### src/rtl/shared_reg_pkg.sv
// rtl/shared_reg_pkg.sv - shared types for the shared register arbiter
package shared_reg_pkg;
    typedef enum logic {
        ST_IDLE  = 1'b0,
        ST_OWNED = 1'b1
    } state_t;
endpackage

### src/rtl/rr_priority_pick.sv
// rtl/rr_priority_pick.sv - combinational rotating-priority picker
// The first set request at or after ptr (wrapping modulo N) wins.
module rr_priority_pick #(
    parameter int N = 4,
    localparam int PW = $clog2(N)
) (
    input  logic [N-1:0]  req,
    input  logic [PW-1:0] ptr,
    output logic [N-1:0]  onehot,
    output logic [PW-1:0] idx,
    output logic          any
);
    always_comb begin
        onehot = '0;
        idx    = '0;
        any    = 1'b0;
        for (int k = 0; k < N; k++) begin
            if (!any && req[(int'(ptr) + k) % N]) begin
                any                         = 1'b1;
                idx                         = PW'((int'(ptr) + k) % N);
                onehot[(int'(ptr) + k) % N] = 1'b1;
            end
        end
    end
endmodule

### src/rtl/shared_reg_arbiter.sv
// rtl/shared_reg_arbiter.sv - round-robin ownership arbiter owning a shared register
// One owner at a time, bounded by MAX_HOLD; handoff happens without an idle gap.
module shared_reg_arbiter
    import shared_reg_pkg::*;
#(
    parameter int N        = 4,
    parameter int W        = 8,
    parameter int MAX_HOLD = 4,
    localparam int PW = $clog2(N),
    localparam int HW = (MAX_HOLD > 0) ? $clog2(MAX_HOLD + 1) : 1
) (
    input  logic            clk,
    input  logic            reset,
    input  logic [N-1:0]    req,
    input  logic [N-1:0]    wr_en,
    input  logic [N*W-1:0]  wdata,
    output logic [N-1:0]    gnt,
    output logic [PW-1:0]   owner_id,
    output logic            busy,
    output logic [W-1:0]    result,
    output logic            result_valid
);
    state_t        state;
    logic [PW-1:0] rr_ptr;
    logic [HW-1:0] hold;

    logic [PW-1:0] next_owner;
    logic [PW-1:0] pick_ptr;
    logic [N-1:0]  pick_onehot;
    logic [PW-1:0] pick_idx;
    logic          pick_any;
    logic          hold_limit;
    logic          release_now;
    logic [W-1:0]  owner_data;

    assign next_owner  = (owner_id == PW'(N - 1)) ? '0 : owner_id + 1'b1;
    // While owned, the picker already looks from the post-release pointer so a handoff is immediate.
    assign pick_ptr    = (state == ST_OWNED) ? next_owner : rr_ptr;
    assign hold_limit  = (MAX_HOLD != 0) && (hold == HW'(MAX_HOLD - 1));
    assign release_now = !req[owner_id] || hold_limit;
    assign owner_data  = wdata[int'(owner_id) * W +: W];

    rr_priority_pick #(.N(N)) u_pick (
        .req    (req),
        .ptr    (pick_ptr),
        .onehot (pick_onehot),
        .idx    (pick_idx),
        .any    (pick_any)
    );

    always_ff @(posedge clk) begin
        if (reset) begin
            state        <= ST_IDLE;
            rr_ptr       <= '0;
            hold         <= '0;
            gnt          <= '0;
            owner_id     <= '0;
            busy         <= 1'b0;
            result       <= '0;
            result_valid <= 1'b0;
        end else if (state == ST_IDLE) begin
            result_valid <= 1'b0;
            if (pick_any) begin
                state    <= ST_OWNED;
                gnt      <= pick_onehot;
                owner_id <= pick_idx;
                hold     <= '0;
                busy     <= 1'b1;
            end
        end else begin
            if (wr_en[owner_id]) begin
                result       <= owner_data;
                result_valid <= 1'b1;
            end else begin
                result_valid <= 1'b0;
            end
            if (release_now) begin
                rr_ptr <= next_owner;
                if (pick_any) begin
                    gnt      <= pick_onehot;
                    owner_id <= pick_idx;
                    hold     <= '0;
                end else begin
                    state <= ST_IDLE;
                    gnt   <= '0;
                    busy  <= 1'b0;
                end
            end else if (!(&hold)) begin
                hold <= hold + 1'b1;
            end
        end
    end
endmodule
### config.mk
export PLATFORM = sky130hd
export DESIGN_NAME = shared_reg_arbiter
export DESIGN_NICKNAME = d
export VERILOG_FILES = /design/src/rtl/shared_reg_pkg.sv /design/src/rtl/rr_priority_pick.sv /design/src/rtl/shared_reg_arbiter.sv
export SDC_FILE = /design/constraint.sdc
export NUM_CORES = 1
export LEC_CHECK = 0
export ABC_CLOCK_PERIOD_IN_PS = 5470
export CAP_MARGIN = 0
export CORE_ASPECT_RATIO = 1.4
export CORE_UTILIZATION = 49
export CTS_BUF_LIST = sky130_fd_sc_hd__clkbuf_2
export DETAILED_ROUTE_END_ITERATION = 10
export PLACE_DENSITY = 0.84
export SYNTH_ARGS = -nofsm -noshare
export SYNTH_HDL_FRONTEND = slang
export SYNTH_SLANG_ARGS = --single-unit
### constraint.sdc
create_clock -name clk -period 5.47 [get_ports clk]
set_input_delay 0.8205 -clock clk [delete_from_list [all_inputs] [get_ports clk]]
set_output_delay 0.8205 -clock clk [all_outputs]
set_load 0.02 [all_outputs]
### Word level (Yosys, flattened, before mapping)

Cells that the tools add are included.

* register bits after elaboration: 22
* word-level logic and storage cells: 113

* bitwise logic cells: 7
* reduce and logical (&&, ||, !) cells: 22
* order comparisons: 9
* $add $sub $neg: 5
* mux-type cells: 56
* shift-type cells: 1
* equality and inequality tests: 5

Operator list (count)
* two-way mux 4 bit: 8
* variable part select 32 x 6 -> 8 bit: 1
* two-way mux 1 bit: 25
* two-way mux 2 bit: 9
* binary-select mux 1 bit (select 2 bit): 6
* less-than comparator 3 x 4 -> 1 bit (second input constant): 3
* two-way mux 3 bit: 4
* OR 4 bit: 3
* >= comparator 3 x 1 -> 1 bit (second input constant): 3
* demux 1 bit (select 2 bit): 4
* OR reduction 2 bit: 4
* logical AND 1 bit: 7
* less-than comparator 2 x 3 -> 1 bit (second input constant): 2
* AND reduction 2 bit: 3
* AND reduction 3 bit: 2
* adder 2 x 1 -> 2 bit (second input constant): 2
* adder 2 bit (second input constant): 2
* zero test 1 bit: 4
* adder 3 x 1 -> 3 bit (second input constant): 1
* bitwise AND 1 bit (first input constant): 3
* equality test 3 x 2 -> 1 bit (second input constant): 1
* inequality test 3 bit (second input constant): 1
* equality test 2 bit (second input constant): 1
* >= comparator 2 x 1 -> 1 bit (second input constant): 1
* other kinds (5): 5

### Longest topological paths before layout

Gate-level depths: netlist (run 1).

* depth after elaboration: 20
* gate-level depth with buffers: 11
* depth with buffers taken out: 10

### By module

Synthesis (run 1) repeated with hierarchy kept, for this count alone.

* cell total of the unflattened synthesis: 173
* area total of the unflattened synthesis: 1737.9 um2

By module, submodules not included
* shared_reg_arbiter: instances 1, sequential area each 440.4 um2, cells each 128, area each 1318.8 um2
* rr_priority_pick: instances 1, sequential area each 0.0 um2, cells each 45, area each 419.2 um2

### Worst setup path after synthesis (run 1)

No wires, ideal clock.

* kind: reg2reg
* from: register owner_id[0]
* to: register gnt[3]
* arrival time: 2.820 ns
* slack: 2.546 ns
* cell stages (with the launch flop): 12
* clock period less this slack: 2.924 ns
* buffers on the path: 1
* setup time: 0.103 ns
* cell sequence: dfxtp_1 -> ha_1 -> or3b_1 -> and2_1 -> buf_6 -> ha_1 -> nand2b_1 -> o22ai_1 -> nand3_1 -> o21ai_0 -> a22oi_1 -> a2111oi_2

* word-level cells in the longest chain between the ends: 19
* elaborated cells between the ends (all ways): 72
* those cells by class: add/sub (4); order compare (8); eq/ne (2); mux (35); bitwise (6); reduce/logical (17)

Ends and longest elaborated chain
* start: declaration: line shared_reg_arbiter.sv:18 `output logic [PW-1:0] owner_id,`
* start signal: assignment: line shared_reg_arbiter.sv:66 `owner_id <= pick_idx;`
* start signal: assignment: line shared_reg_arbiter.sv:81 `owner_id <= pick_idx;`
* adder 2 x 1 -> 2 bit / equality test 2 bit (equally long branches): line shared_reg_arbiter.sv:36 `assign next_owner = (owner_id == PW'(N - 1)) ? '0 : owner_id + 1'b1;`
* two-way mux 2 bit: line shared_reg_arbiter.sv:36
* two-way mux 2 bit: line shared_reg_arbiter.sv:38 `assign pick_ptr = (state == ST_OWNED) ? next_owner : rr_ptr;`
* adder 2 x 1 -> 2 bit: line rr_priority_pick.sv:18, rr_priority_pick.sv:21
* OR reduction 2 bit (no line)
* bitwise AND 1 bit (no line)
* less-than comparator 3 x 4 -> 1 bit (not written as such) / >= comparator 3 x 1 -> 1 bit (equally long branches): line rr_priority_pick.sv:21 `onehot[(int'(ptr) + k) % N] = 1'b1;`
* logical AND 1 bit (not written as such): line rr_priority_pick.sv:21
* [3 not listed]
* two-way mux 4 bit: line rr_priority_pick.sv:18 `if (!any && req[(int'(ptr) + k) % N]) begin`
* OR 4 bit (no line)
* two-way mux 4 bit: line rr_priority_pick.sv:18
* OR 4 bit (no line)
* two-way mux 4 bit: line rr_priority_pick.sv:18
* two-way mux 4 bit: line shared_reg_arbiter.sv:79 `if (pick_any) begin`
* two-way mux 4 bit: line shared_reg_arbiter.sv:77 `if (release_now) begin`
* two-way mux 4 bit: line shared_reg_arbiter.sv:61 `end else if (state == ST_IDLE) begin`
* end signal: assignment: line shared_reg_arbiter.sv:65 `gnt <= pick_onehot;`
* end signal: assignment: line shared_reg_arbiter.sv:80 `gnt <= pick_onehot;`
* end: declaration: line shared_reg_arbiter.sv:17 `output logic [N-1:0] gnt,`

Parallel ways exist; a longest one is shown, timed or not. The select of a mux whose other input is x is not followed.
A chain may end at the register's enable or synchronous reset.

### Worst setup path in the final report (run 1)

* from: register owner_id[0]
* to: register gnt[3]

* word-level cells in the longest chain between the ends: 19
* elaborated cells between the ends (all ways): 72
* those cells by class: add/sub (4); order compare (8); eq/ne (2); mux (35); bitwise (6); reduce/logical (17)

Ends and longest elaborated chain
* adder 2 x 1 -> 2 bit / equality test 2 bit (equally long branches): line shared_reg_arbiter.sv:36
* two-way mux 2 bit *: line shared_reg_arbiter.sv:36
* net next_owner[1]: line shared_reg_arbiter.sv:27 `logic [PW-1:0] next_owner;`
* two-way mux 2 bit *: line shared_reg_arbiter.sv:38
* adder 2 x 1 -> 2 bit: line rr_priority_pick.sv:18, rr_priority_pick.sv:21
* OR reduction 2 bit (no line)
* bitwise AND 1 bit (no line)
* less-than comparator 3 x 4 -> 1 bit (not written as such) / >= comparator 3 x 1 -> 1 bit (equally long branches): line rr_priority_pick.sv:21
* [4 not listed]
* two-way mux 4 bit: line rr_priority_pick.sv:18
* OR 4 bit (no line)
* two-way mux 4 bit: line rr_priority_pick.sv:18
* OR 4 bit (no line)
* two-way mux 4 bit: line rr_priority_pick.sv:18
* two-way mux 4 bit: line shared_reg_arbiter.sv:79
* two-way mux 4 bit: line shared_reg_arbiter.sv:77
* two-way mux 4 bit: line shared_reg_arbiter.sv:61

The timed path passes the listed nets; every way through them passes the cells marked *. The select of a mux whose other input is x is not followed.

==> results of run 1 <==
worst register-to-register path: stages, from the launching register on:
cell and delay [ns]:
dfxtp_1 0.88, ha_1 0.37, mux2i_1 0.55, ha_1 0.44, nand2b_1 0.19, o22ai_1 0.15, nand3_1 0.09, o21ai_0 0.47
a22oi_1 0.18, a2111oi_2 0.40
metal layers:
metal	global-route usage	up-vias	wire length, µm
li1	-	715	-
met1	0.243	710	1490
met2	0.507	71	2210
met3	0.0439	13	233
met4	0.157	0	137
met5	0	-	0
registers in the layout (all words and copies together) (netlist names):
| name | count |
|---|---|
| gnt | 4 |
| owner_id | 2 |
| result_valid | 1 |
| busy | 1 |
| result | 8 |
| rr_ptr | 2 |
| hold | 3 |
| state | 1 |
placed cells by master (no fill, tap or decap), drive strengths merged, types with 6 or more instances in the layout:
master / n
o21ai: 6
mux4: 12
clkdlybuf4s50: 57
inv: 8
nand2: 9
dfxtp: 22
a21oi: 8
nor3: 6
mux2i: 11
ha: 11
nor2: 23
worst max-delay path by stage:
stage,to,slack (ns),cells after the start
2_1_floorplan,gnt[3]$_SDFFE_PP0P_,2.55,11
3_3_place_gp,gnt[3]$_SDFFE_PP0P_,2.02,9
3_5_place_dp,gnt[3]$_SDFFE_PP0P_,1.81,9
4_1_cts,gnt[3]$_SDFFE_PP0P_,1.77,9
5_1_grt,gnt[3]$_SDFFE_PP0P_,1.38,9
6_report,gnt[3]$_SDFFE_PP0P_,1.67,9
cell families (layout without fill, tap and decap cells):
| group | after synthesis | after routing | synth area share |
|---|---|---|---|
| and+or+nand+nor | 58 | 58 | 0.183 |
| adders and majority gates | 11 | 11 | 0.0883 |
| DFF | 22 | 22 | 0.283 |
| buffers and inverters | 17 | 69 | 0.0482 |
| muxes | 23 | 23 | 0.244 |
| AOI/OAI and AO/OA | 33 | 33 | 0.154 |
per-stage QoR:
stage | worst slack (ns) | cells | cell area (µm²) | hold slack [ns]
after floorplan | 2.55 | 164 | 1560 | 0.460
after global placement | 2.02 | 249 | 2130 | 0.460
after detailed placement | 1.81 | 249 | 2130 | 0.492
after CTS | 1.77 | 253 | 2180 | 0.517
after global routing | 1.38 | 253 | 2180 | 0.550
final | 1.67 | 253 | 2180 | 0.513
power by group through the flow:
| stage | logic [mW] | registers, mW | clock network [mW] |
|---|---|---|---|
| floorplan | 0.230 | 0.233 | 0 |
| global placement | 0.343 | 0.222 | 0 |
| detailed placement | 0.353 | 0.225 | 0 |
| CTS | 0.354 | 0.222 | 0.119 |
| global route | 0.387 | 0.227 | 0.124 |
| finish | 0.355 | 0.222 | 0.117 |
final cells by class:
| type | instances | area share |
|---|---|---|
| Tap cell | 37 | 0.0213 |
| Clock buffer | 3 | 0.00690 |
| Sequential cell | 22 | 0.202 |
| Multi-Input combinational cell | 125 | 0.480 |
| Timing Repair Buffer | 57 | 0.262 |
| Clock inverter | 1 | 0.0138 |
| Inverter | 8 | 0.0138 |
==> run_results.csv, run 1 <==
group,metric,value,unit
floorplan,core_area,2940,µm²
synthesis,syn_area,1560,µm²
power_and_ir_drop,power_frac_comb,0.512,
placed_design,place_congestion,0.869,
setup_path,cp_slowest_cell,"dfxtp_1",
route,drt_iter0_drc,31,
synthesis,syn_nets,217,
global_routing,grt_pass1_vias,1539,
sta,skew,0.00173,ns
cts,numCtsBuffers,3,
synthesis,synth_warnings,0,
power_and_ir_drop,seq_power_share,0.319,
sta,setup_violations,0,
sta,tns,0,ns
placed_design,portBuffers,57,
synthesis,yosys.area.top_type,"dfxtp_1",
placed_design,dpl.hpwl,3.23,mm
global_routing,grt_pass1_wl,6.53,mm
sta,slew_headroom,0.454,
setup_path,cpMostUsedCell,"ha_1",
worst_hold_path,holdPathStages,2,
power_and_ir_drop,ir_drop,238,µV
power_and_ir_drop,power,694,µW
finish,multi_input_area,1040,µm²
route,ant_nets,0,
floorplan,dieArea,3410,µm²
setup_path,cp_data_arrival_time,4.06,ns
floorplan,start_util,0.531,
finish,nFillCells,223,
finish,nets,270,
cts,worst_skew_pair.late_latency,0.35,ns
setup_path,r2r_cells,9,
synthesis,syn_inst,164,
cts,cts_setup_buffers,0,
synthesis,ys_ff_latch,22,
setup_path,required,5.73,ns
synthesis,synth_top_cell_area_share,0.283,
cts,cts_resized,0,
synthesis,synth.distinct_cells,37,
setup_path,cp-start-kind,"register",
global_routing,antenna_found_initial,0,
global_routing,globalRouteTotalUtil,0.256,
route,wirelength,4.07,mm
finish,area_delta_synth_final,39.6,%
synthesis,synth.avg_cell_area,9.51,µm²
setup_path,reg2reg_setup_slack,1.67,ns
global_routing,grt_max_degree,23,
run_status,status,"completed",
sta,period_needed,3.80,ns
power_and_ir_drop,switching_share,0.375,
route,drt-pass1-iter-count,4,
setup_path,r2r-start,"owner_id[0]$_SDFFE_PP0P_",
setup_path,r2r-end,"gnt[3]$_SDFFE_PP0P_",
setup_path,end_kind,"register",
finish,fin_util,0.741,
route,detail_route.wl_per_cell,16.1,µm
floorplan,chipHeight,68.7,µm
route,vias_per_cell,5.96,
synthesis,synth_ff_type,"dfxtp_1",
floorplan,die_w,49.7,µm
sta,slew_viol_final,0,
cts,clock_sinks,22,
worst_hold_path,whs_endpoint,"busy$_SDFFE_PP0P_",
setup_path,crit_type,"reg2reg",
cts,cts_tree,"done",
finish,drive_above_1_share,0.0880,
power_and_ir_drop,power_leakage,0.873,nW
setup_path,slowest_delay,0.88,ns
finish,seq_area,440,µm²
floorplan,rows,23,
route,vias,1509,
setup_path,path_buf_inv,0,
route,drc,0,
setup_path,cp_top_family,"compound AO/OA/AOI/OAI gates",
synthesis,synth-edff-count,0,
cts,cts_root_buffer,"clkbuf_2",
synthesis,synthTopCellsByCount,"dfxtp_1 (22), nor2_1 (22), mux4_2 (12)",
worst_hold_path,hp-class,"reg2reg",
sta,finalHoldViolations,0,
synthesis,ys_seq_area_frac,0.283,
global_routing,grt_overflow,0,
cts,clock_path_buffers,2,
power_and_ir_drop,pwr-share-clk,0.169,
power_and_ir_drop,power_density,319,nW/µm²
cts,htree_levels,1,
job,cap_violations,0,
sta,fmaxAchievable,263,MHz
floorplan,io_pins,58,
worst_hold_path,worstHoldStart,"busy$_SDFFE_PP0P_",
sta,fin_crit_sh,0.694,
power_and_ir_drop,p_sw,261,µW
synthesis,synth_area_leaders,"dfxtp_1 (28%), mux4_2 (17%), ha_1 (8.8%)",
setup_path,cp_max_fo,15,
synthesis,async_flop_share,0,
setup_path,critPathLaunch,"owner_id[0]$_SDFFE_PP0P_",
power_and_ir_drop,p_int,434,µW
sta,grt_setup_unrepaired,"no",
cts,path_clk_slew,0.22,ns
finish,antenna_cells,0,
cts,cts_hold_buf,0,
sta,worst-slew-pin-transition,0.817,ns
setup_path,cp_cell_sequence,"ha_1 > mux2i_1 > ha_1 > nand2b_1 > o22ai_1 > nand3_1 > o21ai_0 > a22oi_1 > a2111oi_2",
No activity file was read; power rests on OpenSTA's default activity.
==> run 2: changes to the inputs <==
- ABC_CLOCK_PERIOD_IN_PS: 5470 -> 3700
- CORE_UTILIZATION: 49 -> 46
- PLACE_DENSITY: 0.84 -> 0.8
- clock period: 5.47 -> 3.7 ns (I/O delays scaled with it)
==> run 2 against run 1 <==
Effect of this change:
- sequential power is 37% higher
- clock power is 15% lower
- sequential cell count stayed put
- hold slack better by 0.00066 ns
- total power is 38% higher
- final cell count is 2.0% higher
- count of clock-buffer cells in the layout stayed put
- fmax is 18% higher
- sequential share of layout area hardly changed
- critical endpoint unchanged
- largest power group unchanged
==> run_results.csv, run 2 (synthesis gave the netlist of run 1 again) <==
group,metric,value,unit
cts,clock_path_buffers,2,
setup_path,required,3.96,ns
cts,cts_tree,"done",
route,detail_route.wl_per_cell,15.4,µm
cts,htree_levels,1,
cts,worst_skew_pair.late_latency,0.34,ns
sta,slew_headroom,0.452,
sta,setup_violations,0,
finish,drive_above_1_share,0.0959,
finish,fin_util,0.683,
placed_design,place_congestion,0.867,
finish,area_delta_synth_final,39.5,%
setup_path,slowest_delay,0.45,ns
cts,cts_root_buffer,"clkbuf_2",
sta,period_needed,3.22,ns
floorplan,chipHeight,70.9,µm
finish,nets,273,
job,cap_violations,0,
global_routing,grt_overflow,0,
finish,nFillCells,277,
cts,numCtsBuffers,3,
route,drt_iter0_drc,58,
setup_path,cp_max_fo,11,
power_and_ir_drop,power,961,µW
finish,antenna_cells,0,
global_routing,grt_pass1_wl,6.62,mm
power_and_ir_drop,seq_power_share,0.317,
sta,finalHoldViolations,0,
finish,layout_commonest_cell,"clkdlybuf4s50_1",
route,drt-pass1-iter-count,5,
power_and_ir_drop,power_frac_comb,0.578,
route,ant_nets,0,
power_and_ir_drop,pwr-share-clk,0.104,
global_routing,globalRouteTotalUtil,0.240,
cts,cts_setup_buffers,0,
setup_path,crit_type,"reg2reg",
worst_hold_path,hp-class,"reg2reg",
sta,slew_viol_final,0,
power_and_ir_drop,power_density,442,nW/µm²
setup_path,cp-start-kind,"register",
route,vias,1481,
finish,regMostFlops,"result",
setup_path,cp_cell_sequence,"ha_1 > or3b_1 > and2_1 > ha_1 > nand2b_1 > o22ai_1 > nand3_1 > o21ai_0 > a22oi_1 > a2111oi_2",
power_and_ir_drop,ir_drop,283,µV
sta,skew,0.0147,ns
cts,cts_resized,0,
floorplan,start_util,0.490,
sta,tns,0,ns
route,wirelength,3.98,mm
cts,clock_sinks,22,
power_and_ir_drop,power_leakage,0.875,nW
route,vias_per_cell,5.74,
finish,largest_register_ffs,8,
global_routing,grt_pass1_vias,1549,
finish,mostFrequentLayoutCells,"clkdlybuf4s50_1 (57), nor2_1 (22), dfxtp_1 (22), mux4_2 (12)",
sta,whs,0.513,ns
setup_path,end_kind,"register",
placed_design,dpl.hpwl,3.26,mm
floorplan,io_pins,58,
floorplan,core_area,3180,µm²
setup_path,cpMostUsedCell,"ha_1",
cts,cts_hold_buf,0,
floorplan,rows,24,
finish,top_regs,"result (8), gnt (4), hold (3)",
setup_path,cp_data_arrival_time,3.47,ns
floorplan,die_w,51.2,µm
sta,grt_setup_unrepaired,"no",
power_and_ir_drop,p_sw,378,µW
route,drc,0,
power_and_ir_drop,p_int,583,µW
global_routing,grt_max_degree,23,
sta,worst-slew-pin-transition,0.820,ns
run_status,status,"completed",
sta,fmaxAchievable,311,MHz
global_routing,antenna_found_initial,0,
placed_design,portBuffers,57,
cts,path_clk_slew,0.22,ns
sta,fin_crit_sh,0.869,
floorplan,dieArea,3630,µm²
setup_path,cp_slowest_cell,"dfxtp_1",
power_and_ir_drop,switching_share,0.393,
==> run 2: changes by cell type in the layout (fill, tap and decap cells not counted), sizes merged <==
cell | previous run | this run
buf | 0 | 3
bufinv | 1 | 0
clkinv | 0 | 1
==> run 2: through the flow <==
step,setup WS (ns),std cells,area (µm²)
after floorplan,0.776,164,1560
after global placement,0.626,254,2160
after detailed placement,0.509,254,2160
after CTS,0.487,258,2170
after global routing,0.222,258,2170
final,0.485,258,2170
==> run 2: path summary, 6_finish.rpt <==
path | startpoint | to | slack (ns) | cells past startpoint
worst max-delay path | owner_id[0]$_SDFFE_PP0P_ | gnt[3]$_SDFFE_PP0P_ | 0.48 | 10
worst min-delay path | busy$_SDFFE_PP0P_ | busy$_SDFFE_PP0P_ | 0.51 | 2
worst max register to register | owner_id[0]$_SDFFE_PP0P_ | gnt[3]$_SDFFE_PP0P_ | 0.48 | 10
worst min register to register | busy$_SDFFE_PP0P_ | busy$_SDFFE_PP0P_ | 0.51 | 2
==> run 2: layout make-up <==
class | instances | area [µm²] | area share
Clock buffer | 3 | 15.0 | 0.00690
Clock inverter | 1 | 3.75 | 0.00173
Inverter | 8 | 30.0 | 0.0138
Multi-Input combinational cell | 125 | 1040 | 0.480
Sequential cell | 22 | 440 | 0.203
Tap cell | 39 | 48.8 | 0.0224
Timing Repair Buffer | 60 | 593 | 0.273
==> run 2: metal layers <==
layer,vias to the layer above,part of all wire,global-route usage
met3,14,0.041,0.0323
li1,720,-,-
met1,690,0.39,0.275
met2,57,0.54,0.427
met4,0,0.028,0.111
met5,-,0,0
==> run 2: worst max-delay path, delay by kind of cell (launching register included) <==
kind / cells / cell delay (ns)
AO/OA/AOI/OAI: 4 / 1.09
AND/OR/NAND/NOR: 4 / 0.91
adder cells (fa/ha/maj): 2 / 0.68
flip-flops: 1 / 0.45
==> run 2: power groups by stage <==
stage	combinational, mW	clock, mW	sequential, mW
finish	0.556	0.100	0.305
detailed placement	0.553	0	0.311
global placement	0.546	0	0.308
CTS	0.556	0.104	0.305
floorplan	0.340	0	0.344
global route	0.602	0.111	0.310
==> run 3: changes to the inputs <==
- ABC_CLOCK_PERIOD_IN_PS: 3700 -> 3000
- CTS_CLUSTER_DIAMETER: unset -> 120
- clock period: 3.7 -> 3 ns (I/O delays scaled with it)
==> run 3 against run 2 <==
Effect of this change:
- sequential power grew 22%
- hold slack gained 0.00099 ns
- die area is the same
- first-iteration DRC count shrank 3.4%
- cell area grew 3.0%
- non-clock buffer count grew 5
- sequential share of layout area shrank 0.53 points
- via count grew 3.8%
- critical path type unchanged
- highest routed layer unchanged
==> run_results.csv, run 3 (synthesis gave the netlist of run 1 again) <==
group,metric,value,unit
setup_path,path_buf_inv,0,
floorplan,chipHeight,70.9,µm
route,drt-pass1-iter-count,4,
floorplan,start_util,0.490,
job,cap_violations,0,
finish,mostFrequentLayoutCells,"clkdlybuf4s50_1 (57), nor2_1 (22), dfxtp_1 (21), mux4_2 (12)",
floorplan,dieArea,3630,µm²
floorplan,rows,24,
global_routing,grt_max_degree,14,
power_and_ir_drop,power_frac_comb,0.550,
power_and_ir_drop,power,1.31,mW
sta,period_needed,2.75,ns
finish,drive_above_1_share,0.125,
sta,timing.final.ws_setup,0.255,ns
cts,worst_skew_pair.late_latency,0.35,ns
cts,numCtsBuffers,3,
floorplan,core_area,3180,µm²
setup_path,end_kind,"register",
sta,finalHoldViolations,0,
finish,largest_register_ffs,8,
power_and_ir_drop,p_int,823,µW
setup_path,required,3.24,ns
power_and_ir_drop,seq_power_share,0.285,
cts,clock_path_buffers,2,
cts,cts_hold_buf,0,
cts,htree_levels,1,
placed_design,dp_cells,259,
setup_path,cpMostUsedCell,"ha_1",
power_and_ir_drop,p_sw,485,µW
route,detail_route.wl_per_cell,16.3,µm
setup_path,slowest_delay,0.44,ns
cts,path_clk_slew,0.24,ns
finish,fin_util,0.704,
cts,cts_tree,"done",
finish,final_area,2240,µm²
placed_design,portBuffers,57,
sta,slew_headroom,0.657,
finish,layout.cells.non_filler,263,
finish,layout_commonest_cell,"clkdlybuf4s50_1",
route,ant_nets,0,
finish,area_delta_synth_final,43.7,%
power_and_ir_drop,power_leakage,0.913,nW
power_and_ir_drop,pwr-share-clk,0.165,
global_routing,antenna_found_initial,0,
sta,fmaxAchievable,364,MHz
sta,setup_violations,0,
floorplan,die_w,51.2,µm
setup_path,cp_data_arrival_time,2.98,ns
finish,top_regs,"result (8), gnt (4), hold (3)",
setup_path,cp_slowest_cell,"a222oi_1",
setup_path,crit_type,"reg2reg",
setup_path,cp_cell_sequence,"ha_1 > or3b_1 > and2_1 > ha_1 > mux4_2 > o221a_4 > a222oi_1 > a2111oi_2",
cts,cts_root_buffer,"clkbuf_2",
setup_path,cp-start-kind,"register",
global_routing,grt_pass1_vias,1625,
power_and_ir_drop,power_density,584,nW/µm²
floorplan,io_pins,58,
cts,cts_resized,0,
sta,worst-slew-pin-transition,0.513,ns
sta,skew,0.0208,ns
finish,antenna_cells,0,
global_routing,grt_pass1_wl,7.15,mm
placed_design,placed_area,2190,µm²
global_routing,globalRouteTotalUtil,0.260,
sta,grt_setup_unrepaired,"no",
setup_path,cp_top_family,"compound AO/OA/AOI/OAI gates",
run_status,status,"completed",
placed_design,place_congestion,0.933,
placed_design,dpl.hpwl,3.41,mm
placed_design,dp_slack,0.303,ns
global_routing,grt_overflow,0,
route,vias,1538,
sta,tns,0,ns
sta,slew_viol_final,0,
route,drt_iter0_drc,56,
cts,cts_setup_buffers,0,
route,vias_per_cell,5.85,
worst_hold_path,hp-class,"reg2reg",
sta,whs,0.514,ns
power_and_ir_drop,switching_share,0.371,
setup_path,cp_max_fo,7,
route,wirelength,4.29,mm
sta,fin_crit_sh,0.915,
finish,nets,278,
route,drc,0,
power_and_ir_drop,ir_drop,377,µV
cts,clock_sinks,22,
finish,regMostFlops,"result",
## run 3: cell count changes in the layout (fill, tap and decap cells not counted)
cell / before / now
buf_4: 3 / 8
bufinv_16: 0 / 1
clkinv_1: 1 / 0
dfxtp_1: 22 / 21
dfxtp_2: 0 / 1
## run 3: worst paths after layout
check | startpoint | to | slack [ns] | depth (start not counted)
min | busy$_SDFFE_PP0P_ | busy$_SDFFE_PP0P_ | 0.51 | 2
min reg2reg | busy$_SDFFE_PP0P_ | busy$_SDFFE_PP0P_ | 0.51 | 2
max | owner_id[0]$_SDFFE_PP0P_ | gnt[3]$_SDFFE_PP0P_ | 0.25 | 8
max reg2reg | owner_id[0]$_SDFFE_PP0P_ | gnt[3]$_SDFFE_PP0P_ | 0.25 | 8
## run 3: worst min-delay path, delay by kind of cell (launching register included)
family | cells | cell delay (ns)
DFF | 1 | 0.37
and+or+nand+nor | 2 | 0.15
## run 3: per-layer routing
layer,global-route usage,vias to the layer above,part of all wire
li1,-,728,-
met1,0.303,738,0.39
met2,0.471,61,0.54
met3,0.0323,11,0.044
met4,0.0988,0,0.021
met5,0,-,0
## run 3: layout make-up
class,instances,area (µm²)
sequential,22,442
clock inverter,1,30.0
inverter,8,30.0
timing repair buffer,65,631
clock buffer,3,15.0
tap,39,48.8
multi-input combinational,125,1040
fill,261,943
## run 3: power groups by stage
stage | registers (mW) | clock network (mW) | logic, mW
6_report | 0.373 | 0.216 | 0.720
5_1_grt | 0.379 | 0.228 | 0.786
4_1_cts | 0.373 | 0.218 | 0.721
3_5_place_dp | 0.378 | 0 | 0.718
3_3_place_gp | 0.373 | 0 | 0.698
2_1_floorplan | 0.424 | 0 | 0.420
